===== config.mk =====
export PLATFORM = sky130hd
export DESIGN_NAME = multicycle_ctrl
export DESIGN_NICKNAME = d
export VERILOG_FILES = /design/src/rtl/multicycle_ctrl.sv
export SDC_FILE = /design/constraint.sdc
export NUM_CORES = 1
export LEC_CHECK = 0
export ABC_AREA = 0
export CELL_PAD_IN_SITES_DETAIL_PLACEMENT = 0
export CELL_PAD_IN_SITES_GLOBAL_PLACEMENT = 1
export CORE_MARGIN = 4
export CORE_UTILIZATION = 19
export DETAILED_ROUTE_END_ITERATION = 7
export GPL_ROUTABILITY_DRIVEN = 0
export PLACE_DENSITY_LB_ADDON = 0.1
export RECOVER_POWER = 100
export REMOVE_ABC_BUFFERS = 1
export SLEW_MARGIN = 15
export SYNTH_ARGS = -nofsm -noshare
export SYNTH_HDL_FRONTEND = slang
export SYNTH_SLANG_ARGS = --single-unit

===== constraint.sdc =====
create_clock -name clk -period 1.35 [get_ports clk]
set_clock_uncertainty 0.15 [all_clocks]
set_input_delay 0.27 -clock clk [delete_from_list [all_inputs] [get_ports clk]]
set_output_delay 0.27 -clock clk [all_outputs]
set_load 0.1 [all_outputs]

===== src/rtl/multicycle_ctrl.sv =====
// multicycle_ctrl -- multi-cycle sequencing FSM for the 32-bit, 8-register core.
//
// Steps each instruction through FETCH, DECODE, EXEC (multiply only), MEM and
// WB, and owns every datapath write enable. All outputs are combinational
// from the current state and inputs.
//
// Ports:
//   clk, rst_n            rising-edge clock, asynchronous active-low reset
//   start                 leave IDLE and begin fetching (sampled in IDLE only)
//   imem_req/imem_ready   instruction fetch handshake; ir_we captures IR
//   RegWrite..Halt, ALUop decoder controls driven from IR (ALUop 1 = MUL)
//   eq                    R[rs1]==R[rs2], valid in DECODE
//   mul_start/mul_done    iterative multiplier handshake
//   dmem_req/dmem_we/dmem_ready  data memory handshake (dmem_we 1 = store)
//   rf_we, pc_we, pc_sel  register file / PC strobes; pc_sel 0:+1 1:+off22 2:+off28
//   busy, halted          status
//
// Optional feature: define MULTICYCLE_CTRL_PERF_EN to add the 32-bit
// performance counters cycle_cnt (busy cycles) and instr_cnt (retired
// instructions, including HALT).

module multicycle_ctrl (
    input  logic       clk,
    input  logic       rst_n,
    input  logic       start,
    output logic       imem_req,
    input  logic       imem_ready,
    output logic       ir_we,
    input  logic       RegWrite,
    input  logic       MemRead,
    input  logic       MemWrite,
    input  logic       Branch,
    input  logic       Jump,
    input  logic       Halt,
    input  logic [3:0] ALUop,
    input  logic       eq,
    output logic       mul_start,
    input  logic       mul_done,
    output logic       dmem_req,
    output logic       dmem_we,
    input  logic       dmem_ready,
    output logic       rf_we,
    output logic       pc_we,
    output logic [1:0] pc_sel,
    output logic       busy,
    output logic       halted
`ifdef MULTICYCLE_CTRL_PERF_EN
    ,
    output logic [31:0] cycle_cnt,
    output logic [31:0] instr_cnt
`endif
);

    localparam logic [2:0] S_IDLE   = 3'd0;
    localparam logic [2:0] S_FETCH  = 3'd1;
    localparam logic [2:0] S_DECODE = 3'd2;
    localparam logic [2:0] S_EXEC   = 3'd3;
    localparam logic [2:0] S_MEM    = 3'd4;
    localparam logic [2:0] S_WB     = 3'd5;
    localparam logic [2:0] S_HALTED = 3'd6;

    localparam logic [3:0] ALU_MUL  = 4'd1;

    localparam logic [1:0] PC_INC   = 2'd0;
    localparam logic [1:0] PC_BR    = 2'd1;
    localparam logic [1:0] PC_JMP   = 2'd2;

    logic [2:0] state;
    logic [2:0] state_nxt;

    always_ff @(posedge clk or negedge rst_n) begin
        if (!rst_n) begin
            state <= S_IDLE;
        end else begin
            state <= state_nxt;
        end
    end

    always_comb begin
        state_nxt = state;
        imem_req  = 1'b0;
        ir_we     = 1'b0;
        mul_start = 1'b0;
        dmem_req  = 1'b0;
        dmem_we   = 1'b0;
        rf_we     = 1'b0;
        pc_we     = 1'b0;
        pc_sel    = PC_INC;
        halted    = 1'b0;
        busy      = (state != S_IDLE) && (state != S_HALTED);

        case (state)
            S_IDLE: begin
                if (start) begin
                    state_nxt = S_FETCH;
                end
            end
            S_FETCH: begin
                imem_req = 1'b1;
                if (imem_ready) begin
                    ir_we     = 1'b1;
                    state_nxt = S_DECODE;
                end
            end
            S_DECODE: begin
                // Decoder controls are resolved strictly in priority order.
                if (Halt) begin
                    state_nxt = S_HALTED;
                end else if (Jump) begin
                    pc_we     = 1'b1;
                    pc_sel    = PC_JMP;
                    state_nxt = S_FETCH;
                end else if (Branch) begin
                    pc_we     = 1'b1;
                    pc_sel    = eq ? PC_BR : PC_INC;
                    state_nxt = S_FETCH;
                end else if (MemRead || MemWrite) begin
                    state_nxt = S_MEM;
                end else if (RegWrite && (ALUop == ALU_MUL)) begin
                    mul_start = 1'b1;
                    state_nxt = S_EXEC;
                end else if (RegWrite) begin
                    state_nxt = S_WB;
                end else begin
                    pc_we     = 1'b1;
                    state_nxt = S_FETCH;
                end
            end
            S_EXEC: begin
                // mul_done is only looked at here, so a done coincident with
                // the start pulse in DECODE never ends the wait early.
                if (mul_done) begin
                    state_nxt = S_WB;
                end
            end
            S_MEM: begin
                dmem_req = 1'b1;
                dmem_we  = MemWrite;
                if (dmem_ready) begin
                    if (MemWrite) begin
                        pc_we     = 1'b1;
                        state_nxt = S_FETCH;
                    end else begin
                        state_nxt = S_WB;
                    end
                end
            end
            S_WB: begin
                rf_we     = 1'b1;
                pc_we     = 1'b1;
                state_nxt = S_FETCH;
            end
            S_HALTED: begin
                halted = 1'b1;
            end
            default: begin
                state_nxt = S_IDLE;
            end
        endcase
    end

`ifdef MULTICYCLE_CTRL_PERF_EN
    // HALT never raises pc_we, so its retirement is counted on the
    // DECODE->HALTED transition instead.
    logic halt_retire;
    assign halt_retire = (state == S_DECODE) && (state_nxt == S_HALTED);

    always_ff @(posedge clk or negedge rst_n) begin
        if (!rst_n) begin
            cycle_cnt <= '0;
            instr_cnt <= '0;
        end else begin
            if (busy) begin
                cycle_cnt <= cycle_cnt + 32'd1;
            end
            if (pc_we || halt_retire) begin
                instr_cnt <= instr_cnt + 32'd1;
            end
        end
    end
`endif

endmodule


==> out/metrics.yaml, run 1 <==
outcome:
  status: "finished with violations"
  violations: "negative setup slack"
die:
  fp-row-count: 15
  die_area_sq_mm: 0.002572
  core_region_area_sq_mm: 0.001727
  initial_core_util_pct: 20.07
  die_h_um: 50.71
  die_w_um: 50.71
  ios: 28
power_and_ir_drop:
  p_leak_nw: 0.5161
  powerDensity_mw_per_mm2: 1942
  ir_drop_mv: 1.097
  power_mw: 2.240
critical_path:
  crit_path_max_fanout: 4
  cp-end-kind: "output pin"
  crit_slowest_cell: "dfrtp_1"
  r2r-start: "state[2]"
  path_cells: "nor2b_4 > buf_4 > and3_4 > buf_12"
  rr_worst_depth: 6
  regToRegEndpoint: "state[2]"
  arrival_ps: 1360
  critPathMaxStageDelay_ps: 400
  criticalPathCategory: "flop to output pin"
  critical_path.startpoint_type: "flop"
  required_ps: 930
  reg2reg_slack_ps: -130
final_layout:
  final_util_pct: 66.81
  fin_nets: 126
  drive_gt1_share_pct: 62.04
  area_delta_synth_final_pct: 232.9
  design_area_sq_mm: 0.001154
  regMostFlops: "state"
  n_antenna_cell: 0
  reg_top3: "state: 3 flops"
  largest_reg_flops: 3
place:
  dp_hpwl_mm: 1.091
  place_area_sq_um: 918.4
  port_buffers: 27
cts:
  cts_sinks: 3
  cts_root_buffer: "clkbuf_4"
  cts.clk_slew.worst_paths_ps: 40
  numCtsBuffers: 3
  clockBufferDepth: 2
  h-tree-depth: 1
  clk_latency_ps: 240
  tritoncts: "built"
routing:
  vias_per_cell: 4.459
  wl_per_cell_um: 11.74
  wirelength_mm: 1.562
  ant_nets: 0
  drt-pass1-iter-count: 4
  detail_route.iter0.violations: 13
  drc: 0
  vias: 593
sta:
  worstMarginPinSlew_ps: 289.8
  slew_violations: 0
  hold_viol_final: 0
  rsz0062_at_grt: "true"
  fmax_mhz: 562.3
  setup_violations: 14
  hold_slack_ps: 139.1
  fin_ws_ps: -428.5
  period_needed_ps: 1779
  fin_crit_sh_pct: 131.7
  maxSlewHeadroom_pct: 80.68
global_routing:
  grt_pass1_wl_mm: 2.497
  grt_max_degree: 8
  overflow: 0
  antenna_found_initial: 0
  grt_usage_pct: 12.80
  grt_pass1_vias: 618
synth:
  synth-async-reset-ratio_pct: 100.0
  netlist_area_sq_um: 346.6
  synth_top_area_share_pct: 21.66
  synthMostInstantiatedCell: "nor2_1"
  yosysWarnings: 0
  ys.flop_type: "dfrtp_1"
  ys_seq_area_share_pct: 21.66
  synth_edf_count: 0
  yosysTopAreaCell: "dfrtp_1"
  synth.top_cells.by_count: "nor2_1 (6), nand2b_1 (5), nor3_1 (4)"
  synth_cells: 49
  synth-seq-cells: 3
  ys_types: 26
  yosys-top-cells-area: "dfrtp_1 (22%), nand2b_1 (9.0%), nor2_1 (6.5%)"
  avgSynthCellArea_sq_um: 7.073
hold_path:
  min_path_type: "input port to async pin"
flow_run:
  max_cap_viol_count: 0
[worst max-delay path: cells and delay by family (launching register included)]
family        cells  cell delay, ps
flops             1             400
simple gates      2             410
buf+inv           2             310
[routing by layer]
layer,share of wire (%),wire (um),up-vias,GRT usage [%]
li1,-,-,298,-
met1,38,593,270,12.61
met2,54,840,23,24.13
met3,7.0,109,2,3.264
met4,1.2,19,0,6.726
met5,0,0,-,0
[through the flow]
stage                     TNS [ps]  std cells  setup WS [ps]
after detailed placement     -4011        122         -643.2
final                        -4378        133         -428.5
after global placement       -4016        122         -634.6
after global routing         -5066        133         -499.4
after floorplan             -12120         48          -1899
after CTS                    -3771        130         -410.7
[cell type report]
| cell class | instances | area [sq um] |
|---|---|---|
| inverters | 2 | 7.507 |
| repair buffers | 56 | 620.6 |
| fillers | 156 | 573.1 |
| well taps | 25 | 31.28 |
| clock buffers | 4 | 26.28 |
| multi-input cells | 43 | 390.4 |
| flip-flops and latches | 3 | 77.57 |
[cells in the final DEF (no fill, tap or decap), types with 2 or more instances in the layout]
master / n
clkdlybuf4s50_1: 4
clkbuf_4: 3
inv_1: 2
and2_4: 3
buf_12: 11
clkdlybuf4s15_1: 2
nand3_1: 2
buf_6: 8
dlygate4sd2_1: 8
nand2b_4: 2
dfrtp_2: 2
nor3_2: 3
nand2_1: 3
nand2b_1: 3
buf_4: 21
nor2_4: 3
o21ai_1: 2
nor2_2: 2
[logic make-up (layout without fill, tap and decap cells)]
| kind of cell | Yosys count | in the layout | share of synthesized area [%] |
|---|---|---|---|
| AO/OA/AOI/OAI | 10 | 10 | 19.86 |
| AND/OR/NAND/NOR | 33 | 33 | 54.88 |
| buffers and inverters | 3 | 62 | 3.610 |
| flip-flops | 3 | 3 | 21.66 |
[power breakdown]
part / total [mW] / leakage [nW] / internal (mW) / switching (mW)
sequential: 0.202 / 0.0346 / 0.133 / 0.0683
clock: 0.164 / 0.0150 / 0.111 / 0.0532
combinational: 1.87 / 0.467 / 0.848 / 1.03
total: 2.24 / 0.516 / 1.09 / 1.15
[repair_timing]
item,in CTS,in global routing
setup buffers,5,3
hold endpoints to repair,0,0
setup endpoints to repair,14,13
hold buffers,0,0
pin swaps,12,6
resized for setup,42,10
[worst max path at each step]
stage / cells after the start / slack, ps / start / end
finish: 4 / -430 / state[1] / pc_sel[1]
global route: 4 / -500 / state[2] / ir_we
CTS: 5 / -410 / state[0] / pc_sel[0]
detailed placement: 5 / -640 / ALUop[1] / mul_start
global placement: 5 / -630 / ALUop[1] / mul_start
floorplan: 3 / -1900 / state[1] / dmem_we
(Power assumes the default switching activity.)
==> inputs of run 2 (changes only) <==
- MAX_ROUTING_LAYER: unset -> met4
==> out/metrics.yaml, run 2 (synthesis gave the netlist of run 1 again) <==
outcome:
  status: "finished with violations"
  violations: "negative setup slack"
critical_path:
  r2r-start: "state[2]"
  cp-end-kind: "output pin"
  arrival_ps: 1360
  criticalPathCategory: "flop to output pin"
  crit_path_max_fanout: 4
  critical_path.startpoint_type: "flop"
  required_ps: 930
  crit_start: "state[1]"
sta:
  period_needed_ps: 1779
  fin_crit_sh_pct: 131.7
  slew_violations: 0
  maxSlewHeadroom_pct: 80.68
  hold_viol_final: 0
  setup_violations: 14
  rsz0062_at_grt: "true"
  fin_ws_ps: -428.5
  worstMarginPinSlew_ps: 289.8
  setup_tns_ps: -4379
  fmax_mhz: 562.3
  hold_slack_ps: 139.1
die:
  core_region_area_sq_mm: 0.001727
  die_area_sq_mm: 0.002572
  ios: 28
  fp-row-count: 15
  die_w_um: 50.71
  die_h_um: 50.71
  initial_core_util_pct: 20.07
routing:
  detail_route.iter0.violations: 13
  drt-pass1-iter-count: 4
  drc: 0
  wl_per_cell_um: 11.74
  vias_per_cell: 4.459
  ant_nets: 0
  vias: 593
  wirelength_mm: 1.562
cts:
  cts_sinks: 3
  clockBufferDepth: 2
  h-tree-depth: 1
  numCtsBuffers: 3
  cts.clk_slew.worst_paths_ps: 40
  tritoncts: "built"
  clk_latency_ps: 240
  cts-hold-fix-buffers: 0
  cts_root_buffer: "clkbuf_4"
power_and_ir_drop:
  power_mw: 2.240
  powerDensity_mw_per_mm2: 1941
  ir_drop_mv: 1.097
  p_leak_nw: 0.5161
final_layout:
  layout.cells.most_common_list: "buf_4 (21), buf_12 (11), dlygate4sd2_1 (8), buf_6 (8), clkdlybuf4s50_1 (4)"
  largest_reg_flops: 3
  reg_top3: "state: 3 flops"
  design_area_sq_mm: 0.001154
  layoutNonFillerInstCount: 133
  n_antenna_cell: 0
  drive_gt1_share_pct: 62.04
  fin_nets: 126
  final_common_cell: "buf_4"
  num-fill-cells: 156
  regMostFlops: "state"
  final_util_pct: 66.81
  area_delta_synth_final_pct: 232.9
global_routing:
  grt_pass1_vias: 618
  grt_max_degree: 8
  grt_pass1_wl_mm: 2.497
  overflow: 0
  antenna_found_initial: 0
  grt_usage_pct: 13.14
place:
  dp_hpwl_mm: 1.091
  port_buffers: 27
  place_worst_setup_slack_ps: -643.2
  placed_cells: 122
  place_area_sq_um: 918.4
hold_path:
  min_path_type: "input port to async pin"
flow_run:
  max_cap_viol_count: 0
run 2: cell counts in the layout (fill, tap and decap cells not counted):
Identical to the previous run, type by type.
run 2: what timing repair did:
item | CTS | global route
pin swaps | 12 | 6
resized for setup | 42 | 10
endpoints found under the setup margin | 14 | 13
endpoints found under the hold margin | 0 | 0
buffers inserted | 5 | 3
run 2: metal layers:
layer	GRT usage [%]	up-vias	share of wire (%)
met5	-	-	0
met4	6.726	0	1.2
met3	2.967	2	6.4
met2	24.13	23	54
met1	12.79	270	39
li1	-	298	-
run 2: area by class of cell:
class	count	area [sq um]	share of cell area, %
tap	25	31.28	2.711
inverter	2	7.507	0.6508
timing repair buffer	56	620.6	53.80
multi-input combinational	43	390.4	33.84
clock buffer	4	26.28	2.278
sequential	3	77.57	6.724
run 2: where the power goes:
group,switching [mW],internal (mW),total [mW]
logic,1.03,0.848,1.87
clock network,0.0532,0.111,0.164
registers,0.0683,0.133,0.202
run 2: critical path, cell delays in order, from the launching register on:
cell	delay [ps]
dfrtp_1	400
nor2b_4	220
buf_4	140
and3_4	190
buf_12	170
run 2: worst paths after layout:
| check | end | slack [ps] | cells after the start |
|---|---|---|---|
| max | pc_sel[1] | -430 | 4 |
| min | state[1] | 140 | 1 |
| max reg2reg | state[2] | -130 | 6 |
| min reg2reg | state[2] | 630 | 3 |
| max in group asynchronous | state[2] | 740 | 1 |
| min in group clk | state[2] | 400 | 5 |
==> inputs of run 3 (changes only) <==
- clock period: 1.35 -> 1.88 ns (I/O delays scaled with it)
==> out/metrics.yaml, run 3 (synthesis gave the netlist of run 1 again) <==
final_layout:
  area_delta_synth_final_pct: 167.5
  final_common_cell: "buf_4"
  layout.cells.most_common_list: "buf_4 (17), dlygate4sd2_1 (8), buf_12 (7)"
  multi_input_area_sq_um: 335.3
  num-fill-cells: 191
  final_util_pct: 53.70
  drive_gt1_share_pct: 51.55
  largest_reg_flops: 3
  n_antenna_cell: 0
  regArea_sq_um: 77.57
  fin_nets: 115
  regMostFlops: "state"
  reg_top3: "state: 3 flops"
  layoutNonFillerInstCount: 122
critical_path:
  critical_path.startpoint_type: "flop"
  crit_slowest_cell: "dfrtp_2"
  arrival_ps: 1340
  crit_path_max_fanout: 7
  path_delay_family: "flip-flops"
  cp-end-kind: "output pin"
  criticalPathCategory: "flop to output pin"
  path_cells: "nor2_2 > nand2_4 > nor3_2 > buf_4 > buf_12"
  critPathMaxStageDelay_ps: 460
  required_ps: 1350
  crit_buf_inv: 2
routing:
  drc: 0
  wirelength_mm: 1.326
  vias: 550
  ant_nets: 0
  drt-pass1-iter-count: 4
  vias_per_cell: 4.508
  detail_route.iter0.violations: 7
  wl_per_cell_um: 10.87
die:
  die_h_um: 50.71
  initial_core_util_pct: 20.07
  die_area_sq_mm: 0.002572
  fp-row-count: 15
  ios: 28
  core_region_area_sq_mm: 0.001727
  die_w_um: 50.71
sta:
  setup_violations: 0
  fmax_mhz: 534.9
  slew_violations: 0
  maxSlewHeadroom_pct: 79.80
  rsz0062_at_grt: "true"
  worstMarginPinSlew_ps: 304.7
  hold_viol_final: 0
  fin_crit_sh_pct: 99.45
  period_needed_ps: 1870
  setup_tns_ps: 0
cts:
  clk_latency_ps: 230
  cts_sinks: 3
  cts_root_buffer: "clkbuf_4"
  numCtsBuffers: 3
  clockBufferDepth: 2
  h-tree-depth: 1
  tritoncts: "built"
  cts.clk_slew.worst_paths_ps: 40
  cts-hold-fix-buffers: 0
global_routing:
  grt_max_degree: 8
  grt_usage_pct: 11.17
  grt_pass1_wl_mm: 2.159
  grt_pass1_vias: 531
  antenna_found_initial: 0
  overflow: 0
place:
  placed_cells: 114
  dp_hpwl_mm: 1.054
  port_buffers: 27
outcome:
  status: "complete, no violations"
power_and_ir_drop:
  power_mw: 1.257
  powerDensity_mw_per_mm2: 1356
  ir_drop_mv: 0.5589
  p_leak_nw: 0.4215
hold_path:
  min_path_type: "input port to async pin"
flow_run:
  max_cap_viol_count: 0
==> run 3: area by class of cell <==
cell class                      count  share of cell area, %
Inverter                            2                 0.8097
Tap cell                           25                  3.374
Timing Repair Buffer               45                  48.45
Clock buffer                        4                  2.834
Sequential cell                     3                  8.367
Multi-Input combinational cell     43                  36.17
==> run 3: layer usage <==
metal / global-route usage (%) / up-vias / routed length (um)
met1: 12.06 / 255 / 574
met2: 20.00 / 19 / 678
met4: 4.036 / 0 / 0
met5: - / - / 0
met3: 2.374 / 0 / 72
li1: - / 276 / -
==> run 3: final timing paths <==
kind | startpoint | slack, ps | endpoint | cells after the start
min | rst_n | 250 | state[2] | 1
min in group clk | Halt | 510 | state[1] | 4
max reg2reg | state[1] | 450 | state[0] | 4
max in group asynchronous | rst_n | 1170 | state[0] | 1
min reg2reg | state[1] | 520 | state[0] | 2
max | state[2] | 10 | pc_sel[0] | 5
==> run 3: worst reg2reg max path, delay by kind of cell (launching register included) <==
kind | cells | cell delay (ps)
flops | 1 | 410
compound gates | 1 | 320
buf+inv | 2 | 260
simple gates | 1 | 160
==> run 3: timing repair <==
| action | in CTS | in global routing |
|---|---|---|
| setup endpoints to repair | 6 | 6 |
| gates cloned | 0 | 0 |
| pin swaps | 8 | 4 |
| buffers inserted | 4 | 0 |
| gates resized for setup | 27 | 8 |
==> run 3: power breakdown <==
part	internal, mW	total [mW]	switching, mW
registers	0.0957	0.143	0.0471
clock network	0.0794	0.110	0.0308
logic	0.377	1.00	0.627
==> run 3: metrics by stage <==
stage	instance area, sq um	hold slack, ps	setup slack (ps)
floorplan	341.6	-69.59	-1475
global placement	858.3	420.8	-314.3
detailed placement	858.3	423.3	-336.7
CTS	968.4	184.5	-21.69
global route	927.1	255.6	-62.08
finish	927.1	251.1	10.39
